`config.mk`:
```
export PLATFORM = sky130hd
export DESIGN_NAME = sat_addsub_pipe
export DESIGN_NICKNAME = d
export VERILOG_FILES = /design/src/rtl/sat_pkg.sv /design/src/rtl/sat_addsub_core.sv /design/src/rtl/sat_addsub_pipe.sv
export SDC_FILE = /design/constraint.sdc
export NUM_CORES = 1
export LEC_CHECK = 0
export ABC_AREA = 1
export ABC_CLOCK_PERIOD_IN_PS = 8100
export BUFFER_PORTS_ARGS = -buffer_cell sky130_fd_sc_hd__clkbuf_2
export CORE_MARGIN = 2
export CORE_UTILIZATION = 55
export DETAILED_ROUTE_END_ITERATION = 10
export PLACE_DENSITY = 0.76
export SYNTH_ARGS = -nofsm -noshare
export SYNTH_HDL_FRONTEND = slang
export SYNTH_SLANG_ARGS = --single-unit
export TNS_END_PERCENT = 10
```
`constraint.sdc`:
```
create_clock -name clk_in -period 8.1 [get_ports clk_in]
set_input_delay 0.405 -clock clk_in [delete_from_list [all_inputs] [get_ports clk_in]]
set_output_delay 0.405 -clock clk_in [all_outputs]
set_load 0.01 [all_outputs]
```
`src/rtl/sat_pkg.sv`:
```
// Shared definitions for the saturating add/sub pipeline: op encodings and the clamp helper.
// Latency: none (package only).
// Backpressure: not applicable.
package sat_pkg;

  localparam logic [1:0] OP_ADD     = 2'b00;
  localparam logic [1:0] OP_SUB     = 2'b01;
  localparam logic [1:0] OP_ACC_ADD = 2'b10;
  localparam logic [1:0] OP_ACC_SUB = 2'b11;

  // Widest datapath the clamp helper handles; callers pass their own width.
  localparam int SAT_MAX_W = 64;

  typedef struct packed {
    logic                 sat;
    logic [SAT_MAX_W-1:0] value;
  } sat_res_t;

  // Clamp a sign-extended (width+1)-bit sum into the signed width-bit range.
  // The low 'width' bits of .value carry the result; .sat flags a clamp.
  function automatic sat_res_t sat_clamp(input logic signed [SAT_MAX_W:0] sum,
                                         input int width);
    logic signed [SAT_MAX_W:0] max_v;
    logic signed [SAT_MAX_W:0] min_v;
    sat_res_t                  r;
    max_v   = ((SAT_MAX_W+1)'(1) << (width - 1)) - (SAT_MAX_W+1)'(1);
    min_v   = -max_v - (SAT_MAX_W+1)'(1);
    r.sat   = 1'b0;
    r.value = sum[SAT_MAX_W-1:0];
    if (sum > max_v) begin
      r.sat   = 1'b1;
      r.value = max_v[SAT_MAX_W-1:0];
    end else if (sum < min_v) begin
      r.sat   = 1'b1;
      r.value = min_v[SAT_MAX_W-1:0];
    end
    return r;
  endfunction

endpackage

```
`src/rtl/sat_addsub_core.sv`:
```
// Combinational saturating add/sub: operand select, shared WIDTH+1 adder, clamp.
// Latency: 0 cycles (pure combinational).
// Backpressure: none; the enclosing pipeline decides when the result is captured.
module sat_addsub_core #(
  parameter int WIDTH = 16
) (
  input  logic [1:0]       op,
  input  logic [WIDTH-1:0] a,
  input  logic [WIDTH-1:0] b,
  input  logic [WIDTH-1:0] acc,
  output logic [WIDTH-1:0] c,
  output logic             sat
);
  import sat_pkg::*;

  logic                   is_acc;
  logic                   sub;
  logic [WIDTH-1:0]       x;
  logic [WIDTH-1:0]       y;
  logic [WIDTH-1:0]       y_inv;
  logic signed [WIDTH:0]  sum;
  sat_res_t               res;

  // Select operands, subtract via invert plus carry-in, then clamp to the signed range.
  always_comb begin
    is_acc = (op == OP_ACC_ADD) || (op == OP_ACC_SUB);
    sub    = op[0];
    x      = is_acc ? acc : a;
    y      = is_acc ? a : b;
    y_inv  = y ^ {WIDTH{sub}};
    sum    = {x[WIDTH-1], x} + {y_inv[WIDTH-1], y_inv} + {{WIDTH{1'b0}}, sub};
    res    = sat_clamp((SAT_MAX_W+1)'(sum), WIDTH);
    c      = WIDTH'(res.value);
    sat    = res.sat;
  end

endmodule

```
`src/rtl/sat_addsub_pipe.sv`:
```
// Two-stage saturating add/sub with accumulator mode; optional status counters under SAT_STATUS_EN.
// Latency: 2 cycles accept-to-valid_out, 1 op/cycle throughput.
// Backpressure: ready_in low freezes both stages; ready_out drops only once stage 1 is also full.
module sat_addsub_pipe #(
  parameter int                      WIDTH    = 16,
  parameter logic signed [WIDTH-1:0] ACC_INIT = '0
) (
  input  logic             clk_in,
  input  logic             rst_in,
  input  logic             valid_in,
  output logic             ready_out,
  input  logic [1:0]       op_in,
  input  logic [WIDTH-1:0] a_in,
  input  logic [WIDTH-1:0] b_in,
  input  logic             clr_acc_in,
  output logic             valid_out,
  input  logic             ready_in,
  output logic [WIDTH-1:0] c_out,
  output logic             sat_out
`ifdef SAT_STATUS_EN
  ,
  input  logic             sat_clr_in,
  output logic             sat_sticky_out,
  output logic [15:0]      sat_cnt_out
`endif
);
  import sat_pkg::*;

  typedef struct packed {
    logic [1:0]       op;
    logic [WIDTH-1:0] a;
    logic [WIDTH-1:0] b;
    logic             clr;
  } s1_t;

  s1_t              s1_dat;
  logic             s1_vld;
  logic             adv;
  logic             accept;
  logic             s1_is_acc;
  logic [WIDTH-1:0] acc;
  logic [WIDTH-1:0] acc_eff;
  logic [WIDTH-1:0] core_c;
  logic             core_sat;

  assign adv       = !valid_out || ready_in;
  assign ready_out = adv || !s1_vld;
  assign accept    = valid_in && ready_out;
  assign s1_is_acc = (s1_dat.op == OP_ACC_ADD) || (s1_dat.op == OP_ACC_SUB);
  // A clear takes effect before the op in the same slot reads the accumulator.
  assign acc_eff   = s1_dat.clr ? ACC_INIT : acc;

  // Stage 1: capture an accepted op; drain when the pipe moves with nothing new.
  always_ff @(posedge clk_in or posedge rst_in) begin
    if (rst_in) begin
      s1_vld <= 1'b0;
      s1_dat <= '0;
    end else if (accept) begin
      s1_vld <= 1'b1;
      s1_dat <= '{op: op_in, a: a_in, b: b_in, clr: clr_acc_in};
    end else if (adv) begin
      s1_vld <= 1'b0;
    end
  end

  sat_addsub_core #(.WIDTH(WIDTH)) u_core (
    .op  (s1_dat.op),
    .a   (s1_dat.a),
    .b   (s1_dat.b),
    .acc (acc_eff),
    .c   (core_c),
    .sat (core_sat)
  );

  // Stage 2: register the result and retire accumulator updates in op order.
  always_ff @(posedge clk_in or posedge rst_in) begin
    if (rst_in) begin
      valid_out <= 1'b0;
      c_out     <= '0;
      sat_out   <= 1'b0;
      acc       <= ACC_INIT;
    end else if (adv) begin
      valid_out <= s1_vld;
      if (s1_vld) begin
        c_out   <= core_c;
        sat_out <= core_sat;
        if (s1_is_acc) begin
          acc <= core_c;
        end else if (s1_dat.clr) begin
          acc <= ACC_INIT;
        end
      end
    end
  end

`ifdef SAT_STATUS_EN
  logic sat_retire;
  assign sat_retire = adv && s1_vld && core_sat;

  // Sticky flag and saturating count of clamped results; a new clamp beats a clear.
  always_ff @(posedge clk_in or posedge rst_in) begin
    if (rst_in) begin
      sat_sticky_out <= 1'b0;
      sat_cnt_out    <= 16'd0;
    end else begin
      if (sat_retire) begin
        sat_sticky_out <= 1'b1;
      end else if (sat_clr_in) begin
        sat_sticky_out <= 1'b0;
      end
      if (sat_clr_in) begin
        sat_cnt_out <= sat_retire ? 16'd1 : 16'd0;
      end else if (sat_retire && (sat_cnt_out != 16'hFFFF)) begin
        sat_cnt_out <= sat_cnt_out + 16'd1;
      end
    end
  end
`else
  // Status counters are not built; the datapath above is unchanged.
`endif

endmodule
```
==> results.toml, run 1 <==
[status]
status = "completed"

[cts]
clockBufferDepth = 2
numCtsBuffers = 9
insertion_delay_ps = 340
cts.clk_slew.worst_paths_ps = 80
clock-root-buffer = "clkbuf_8"
cts_tree = "done"
clock-sinks = 70
cts_setup_buffers = 0
ctsResizeCount = 0
hold_buffers = 0
htreeDepth = 3

[final_layout]
nNetsFinal = 658
diodes = 0
drive_gt1_share_pct = 22.0
syn_to_final_growth_pct = 11.7
fillers = 702

[critical_path]
worst-path-max-fanout = 54
rrSetupSlack_ps = 4630
endpoint_kind = "flop"
arrival_ps = 3710
rr_startpoint = "s1_dat[34]"
critPathLaunch = "s1_dat[34]"
critPathKind = "flop to flop"
critPathLaunchType = "flop"
cp.required_ps = 8340

[placement]
dp_slack_ps = 4640
globalplace.congestion = 0.868
port_buffers = 57
dp_hpwl_mm = 6.99

[timing]
fin_setup_tns_ps = 0
clock.fmax_mhz = 289
min_period_ps = 3470
hold_viol = 0
finalWorstSetupSlack_ps = 4630
period_share_pct = 42.8
slew_headroom_pct = 40.7
worstMarginPinSlew_ps = 890
clock_skew_ps = 11.5
slew_violations = 0
setup_viol = 0
rsz0062_at_grt = "no"

[logic_synthesis]
yosys_warnings = 0
syn-num-nets = 612
netlist_instances = 557
syn_area_per_cell_um2 = 7.98
ys_seq_area_share_pct = 39.4
ys_async_sr_fraction_pct = 100
synth-edff-count = 0
synth-seq-cells = 70
yosys_most_used_dff = "dfrtp_1"
synthDistinctLibCells = 39
netlist_area_um2 = 4450

[drt]
routed_wl_mm = 9.69
remaining_drc_errors = 0
vias = 3682
drt-initial-drc-count = 228
drtAntennaViolNets = 0
via_per_inst = 5.19
drt-pass1-iter-count = 5
wl_per_cell_um = 13.7

[power]
peakVddDrop_v = 0.000141
power_leakage_nw = 2.56
power_density_nw_per_um2 = 380

[floorplan]
num_io_pins = 58
fp.dieH_um = 93.9
die_w_um = 93.9
dieArea_um2 = 8820
start_util_pct = 57.2
core_um2 = 7770
fp-row-count = 32

[global_routing]
grt_usage_pct = 23.2
grt_max_degree = 71
grt_overflow = 0
antenna_found_initial = 0
grt_pass1_vias = 3372
grt_pass1_wl_mm = 16.1

[flow_run]
drv_cap = 0

[min_path]
hold_class = "primary input to asynchronous set/reset pin"
## Yosys cell counts (2+ instances only)
library cell | n | area [um^2]
o21ai_0 | 31 | 155
a21oi_2 | 11 | 96.3
buf_1 | 3 | 11.3
nand3_2 | 6 | 60.1
xnor2_1 | 3 | 26.3
ha_1 | 15 | 188
nand2_2 | 4 | 25.0
inv_1 | 39 | 146
mux2_2 | 11 | 124
a21oi_1 | 55 | 275
nor2_1 | 61 | 229
nand3_1 | 21 | 105
o21bai_1 | 4 | 30.0
clkbuf_1 | 18 | 67.6
nand2_1 | 138 | 518
inv_2 | 2 | 7.51
nand2_4 | 15 | 169
dfrtp_1 | 70 | 1750
xor2_1 | 25 | 219
buf_6 | 3 | 33.8
a21o_1 | 4 | 30.0
## cell usage in the layout (no fill, tap or decap), types with 4 or more instances in the layout
cell / synthesis / final
a21o_1: 4 / 4
a21oi_1: 55 / 55
a21oi_2: 11 / 11
buf_4: 0 / 4
clkbuf_2: 0 / 57
clkbuf_8: 0 / 9
dfrtp_1: 70 / 70
ha_1: 15 / 15
inv_1: 39 / 38
mux2_2: 11 / 11
nand2_1: 138 / 137
nand2_2: 4 / 5
nand2_4: 15 / 15
nand3_1: 21 / 21
nand3_2: 6 / 6
nor2_1: 61 / 61
o21ai_0: 31 / 31
o21bai_1: 4 / 4
xor2_1: 25 / 25
## stage by stage
| step | total power [mW] | hold slack (ps) | std cells | cell area (um^2) | utilization [%] |
|---|---|---|---|---|---|
| after floorplan | 1.37 | 449 | 557 | 4450 | - |
| after global placement | 1.56 | 462 | 694 | 4750 | 61.2 |
| after detailed placement | 1.58 | 470 | 694 | 4750 | 61.2 |
| after CTS | 1.90 | 276 | 710 | 4970 | 63.9 |
| after global routing | 2.03 | 283 | 710 | 4970 | 63.9 |
| final | 1.89 | 283 | 710 | 4970 | 63.9 |
## routing by layer
| metal | track usage (%) | vias to the layer above | part of all wire [%] |
|---|---|---|---|
| met5 | 0 | - | 0 |
| met4 | 7.49 | 0 | 1.4 |
| met3 | 3.45 | 11 | 5.5 |
| met2 | 33.8 | 115 | 43 |
| met1 | 35.5 | 1675 | 50 |
| li1 | - | 1881 | - |
## cell families (layout without fill, tap and decap cells)
group           after synthesis  after routing  synth area share, %
compound gates              109            109                 13.9
xor+xnor                     28             28                 5.52
fa+ha+maj                    16             16                 4.67
buf+inv                      69            120                 6.78
flops                        70             70                 39.4
mux                          11             11                 2.79
simple gates                254            254                 26.9
## worst paths after layout
| path | endpoint | cells past startpoint |
|---|---|---|
| hold reg to reg | acc[9] | 2 |
| hold / removal | s1_dat[29] | 3 |
| max in group asynchronous | acc[11] | 3 |
| setup reg to reg | acc[14] | 18 |
| setup / recovery | acc[14] | 18 |
| min in group clk_in | s1_dat[29] | 2 |
## state kept, by name, indices dropped and copies added, names as in the netlist
| signal | flops |
|---|---|
| s1_dat | 35 |
| valid_out | 1 |
| c_out | 16 |
| acc | 16 |
| sat_out | 1 |
| s1_vld | 1 |
## worst max-delay path, stage by stage, from the launching register on
cell,delay [ps]
dfrtp_1,330
buf_4,430
inv_4,250
nand2_2,130
nand3_1,110
and2_1,210
fa_1,410
nand2_1,90
nand3_1,80
nand3_1,100
nand3_2,110
nand3_2,110
nand4_1,110
nand2_1,150
nand3_4,310
nand2_1,230
nand2_1,70
nand2_1,60
nand2_1,50
## where the power goes
part	switching (mW)	total (mW)	internal, mW
Sequential	0.0748	0.534	0.459
Clock	0.136	0.309	0.173
Combinational	0.668	1.05	0.378
## final cells by class
cell class	instances	area [um^2]	share of cell area, %
Timing Repair Buffer	61	315	6.35
Multi-Input combinational cell	418	2390	48.2
Sequential cell	70	1750	35.3
Clock inverter	6	86.3	1.74
Tap cell	102	128	2.57
Clock buffer	10	128	2.57
Inverter	43	164	3.30
No activity file was read; power rests on OpenSTA's default activity.
==> run 2: changes to the inputs <==
--- a/config.mk
+++ b/config.mk
@@ -6,7 +6,7 @@
 export NUM_CORES = 1
 export LEC_CHECK = 0
 export ABC_AREA = 1
-export ABC_CLOCK_PERIOD_IN_PS = 8100
+export ABC_CLOCK_PERIOD_IN_PS = 3300
 export BUFFER_PORTS_ARGS = -buffer_cell sky130_fd_sc_hd__clkbuf_2
 export CORE_MARGIN = 2
 export CORE_UTILIZATION = 55
==> constraint.sdc (replaced) <==
create_clock -name clk_in -period 3.3 [get_ports clk_in]
set_input_delay 0.165 -clock clk_in [delete_from_list [all_inputs] [get_ports clk_in]]
set_output_delay 0.165 -clock clk_in [all_outputs]
set_load 0.01 [all_outputs]
==> run 2 against run 1 <==
Non-clock buffer count up 7; final cell count up 0.99%; register-to-register slack worse by 4400 ps; setup slack worse by 4400 ps; clock power up 130%; highest routed layer unchanged; routed wire length up 0.24%; critical endpoint is now c_out[8]; die area unchanged; via count up 0.71%; largest cell class unchanged.
==> results.toml, run 2 (synthesis results as in run 1) <==
[final_layout]
largest_reg_flops = 35
largest-register = "s1_dat"
reg.largest.list = "s1_dat x35, acc x16, c_out x16"
fin_area_um2 = 5060
final_common_cell = "nand2_1"
nNetsFinal = 665
final_cell_mix = "nand2_1 (137), dfrtp_1 (69), nor2_1 (61)"
diodes = 0
fin_util_pct = 65.2
drive_gt1_share_pct = 22.9
syn_to_final_growth_pct = 13.9

[power]
power_density_nw_per_um2 = 924
peakVddDrop_v = 0.000360
power_leakage_nw = 2.61

[drt]
via_per_inst = 5.17
drt-pass1-iter-count = 4
vias = 3708
drtAntennaViolNets = 0
drt-initial-drc-count = 215
wl_per_cell_um = 13.5
remaining_drc_errors = 0
routed_wl_mm = 9.72

[floorplan]
fp-row-count = 32
fp.dieH_um = 93.9
die_w_um = 93.9
dieArea_um2 = 8820
start_util_pct = 57.2
core_um2 = 7770
num_io_pins = 58

[global_routing]
grt_pass1_wl_mm = 16.2
grt_overflow = 0
grt_usage_pct = 23.4
grt_max_degree = 54
antenna_found_initial = 0
grt_pass1_vias = 3414

[timing]
slew_violations = 0
min_period_ps = 3050
fin_setup_tns_ps = 0
setup_viol = 0
clock.fmax_mhz = 327
rsz0062_at_grt = "no"
worstMarginPinSlew_ps = 938
period_share_pct = 92.6
finalWorstSetupSlack_ps = 245
slew_headroom_pct = 37.3
clock_skew_ps = 7.06
hold_viol = 0

[cts]
cts_tree = "done"
numCtsBuffers = 9
clock-root-buffer = "clkbuf_8"
cts.clk_slew.worst_paths_ps = 70
insertion_delay_ps = 350
clock-sinks = 70
htreeDepth = 3
clockBufferDepth = 2

[critical_path]
rr_worst_depth = 14
critPathLaunchType = "flop"
cp_slowest_cell = "dfrtp_2"
endpoint_kind = "flop"
cp.required_ps = 3510
arrival_ps = 3260
critPathMostFrequentCell = "nand2_4"
worst-path-max-fanout = 23
critPathKind = "flop to flop"
crit_chain = "buf_12 -> o21ai_0 -> xor2_1 -> ha_1 -> inv_1 -> o21bai_1 -> a31oi_2 -> nor2_1 -> nor2_2 -> nand2_4 -> nand3_2 -> nand2_4 -> nor2_4 -> a21oi_1"
max_stage_delay_ps = 490

[status]
status = "completed"

[placement]
port_buffers = 57
dp_slack_ps = 132
dp_hpwl_mm = 7.24
globalplace.congestion = 0.864
dpl_cell_area_um2 = 4810

[min_path]
whs_path_depth = 2
hold_class = "primary input to flop"

[flow_run]
drv_cap = 0
[run 2: cell count changes in the layout (fill, tap and decap cells not counted), sizes merged]
cell / before / now
buf: 4 / 10
bufinv: 2 / 1
dlygate4sd3: 0 / 1
clkbuf: 67 / 69
clkinvlp: 1 / 0
[run 2: area by class of cell]
cell class / count / area (um^2)
Fill cell: 696 / 2710
Multi-Input combinational cell: 418 / 2390
Sequential cell: 70 / 1750
Timing Repair Buffer: 68 / 420
Inverter: 43 / 166
Clock buffer: 12 / 155
Tap cell: 102 / 128
Clock inverter: 4 / 45.0
[run 2: power breakdown]
group,switching (mW),leakage (nW),total [mW],internal [mW]
Sequential,0.163,0.802,1.29,1.13
Combinational,1.66,1.70,2.68,1.02
Clock,0.322,0.106,0.708,0.387
Total,2.14,2.61,4.68,2.53
[run 2: timing repair]
action | 4_1_cts | 5_1_grt
setup buffers | 0 | 3
endpoints found under the setup margin | 0 | 25
hold buffers | 1 | 0
endpoints found under the hold margin | 34 | 0
resized for setup | 0 | 3
[run 2: critical path, delay by kind of cell, from the launching register on]
kind / cells / cell delay, ps
AOI/OAI and AO/OA: 4 / 680
adders and majority gates: 1 / 300
xor gates and xnor gates: 1 / 190
buffers and inverters: 2 / 280
and+or+nand+nor: 6 / 950
DFF: 1 / 490
[run 2: per-stage QoR]
stage	hold slack [ps]	power [mW]	instances
final	40.1	4.68	717
after CTS	35.6	4.60	714
after global placement	310	3.82	697
after detailed placement	322	3.88	697
after global routing	42.0	5.05	717
after floorplan	316	3.37	557
[run 2: path summary, 6_finish.rpt]
check	from	endpoint	slack, ps
max in group asynchronous	rst_in	s1_dat[34]	1860
min in group asynchronous	rst_in	s1_dat[13]	470
worst max-delay path	s1_dat[34]	c_out[8]	250
worst min register to register	acc[5]	acc[5]	490
worst max register to register	s1_dat[34]	c_out[8]	250
worst min-delay path	a_in[15]	s1_dat[32]	40
[run 2: metal layers]
layer | vias to the layer above | track usage, % | part of all wire (%)
li1 | 1901 | - | -
met1 | 1714 | 35.5 | 51
met2 | 82 | 34.2 | 44
met3 | 11 | 3.37 | 4.1
met4 | 0 | 8.09 | 1.4
met5 | - | 0 | 0
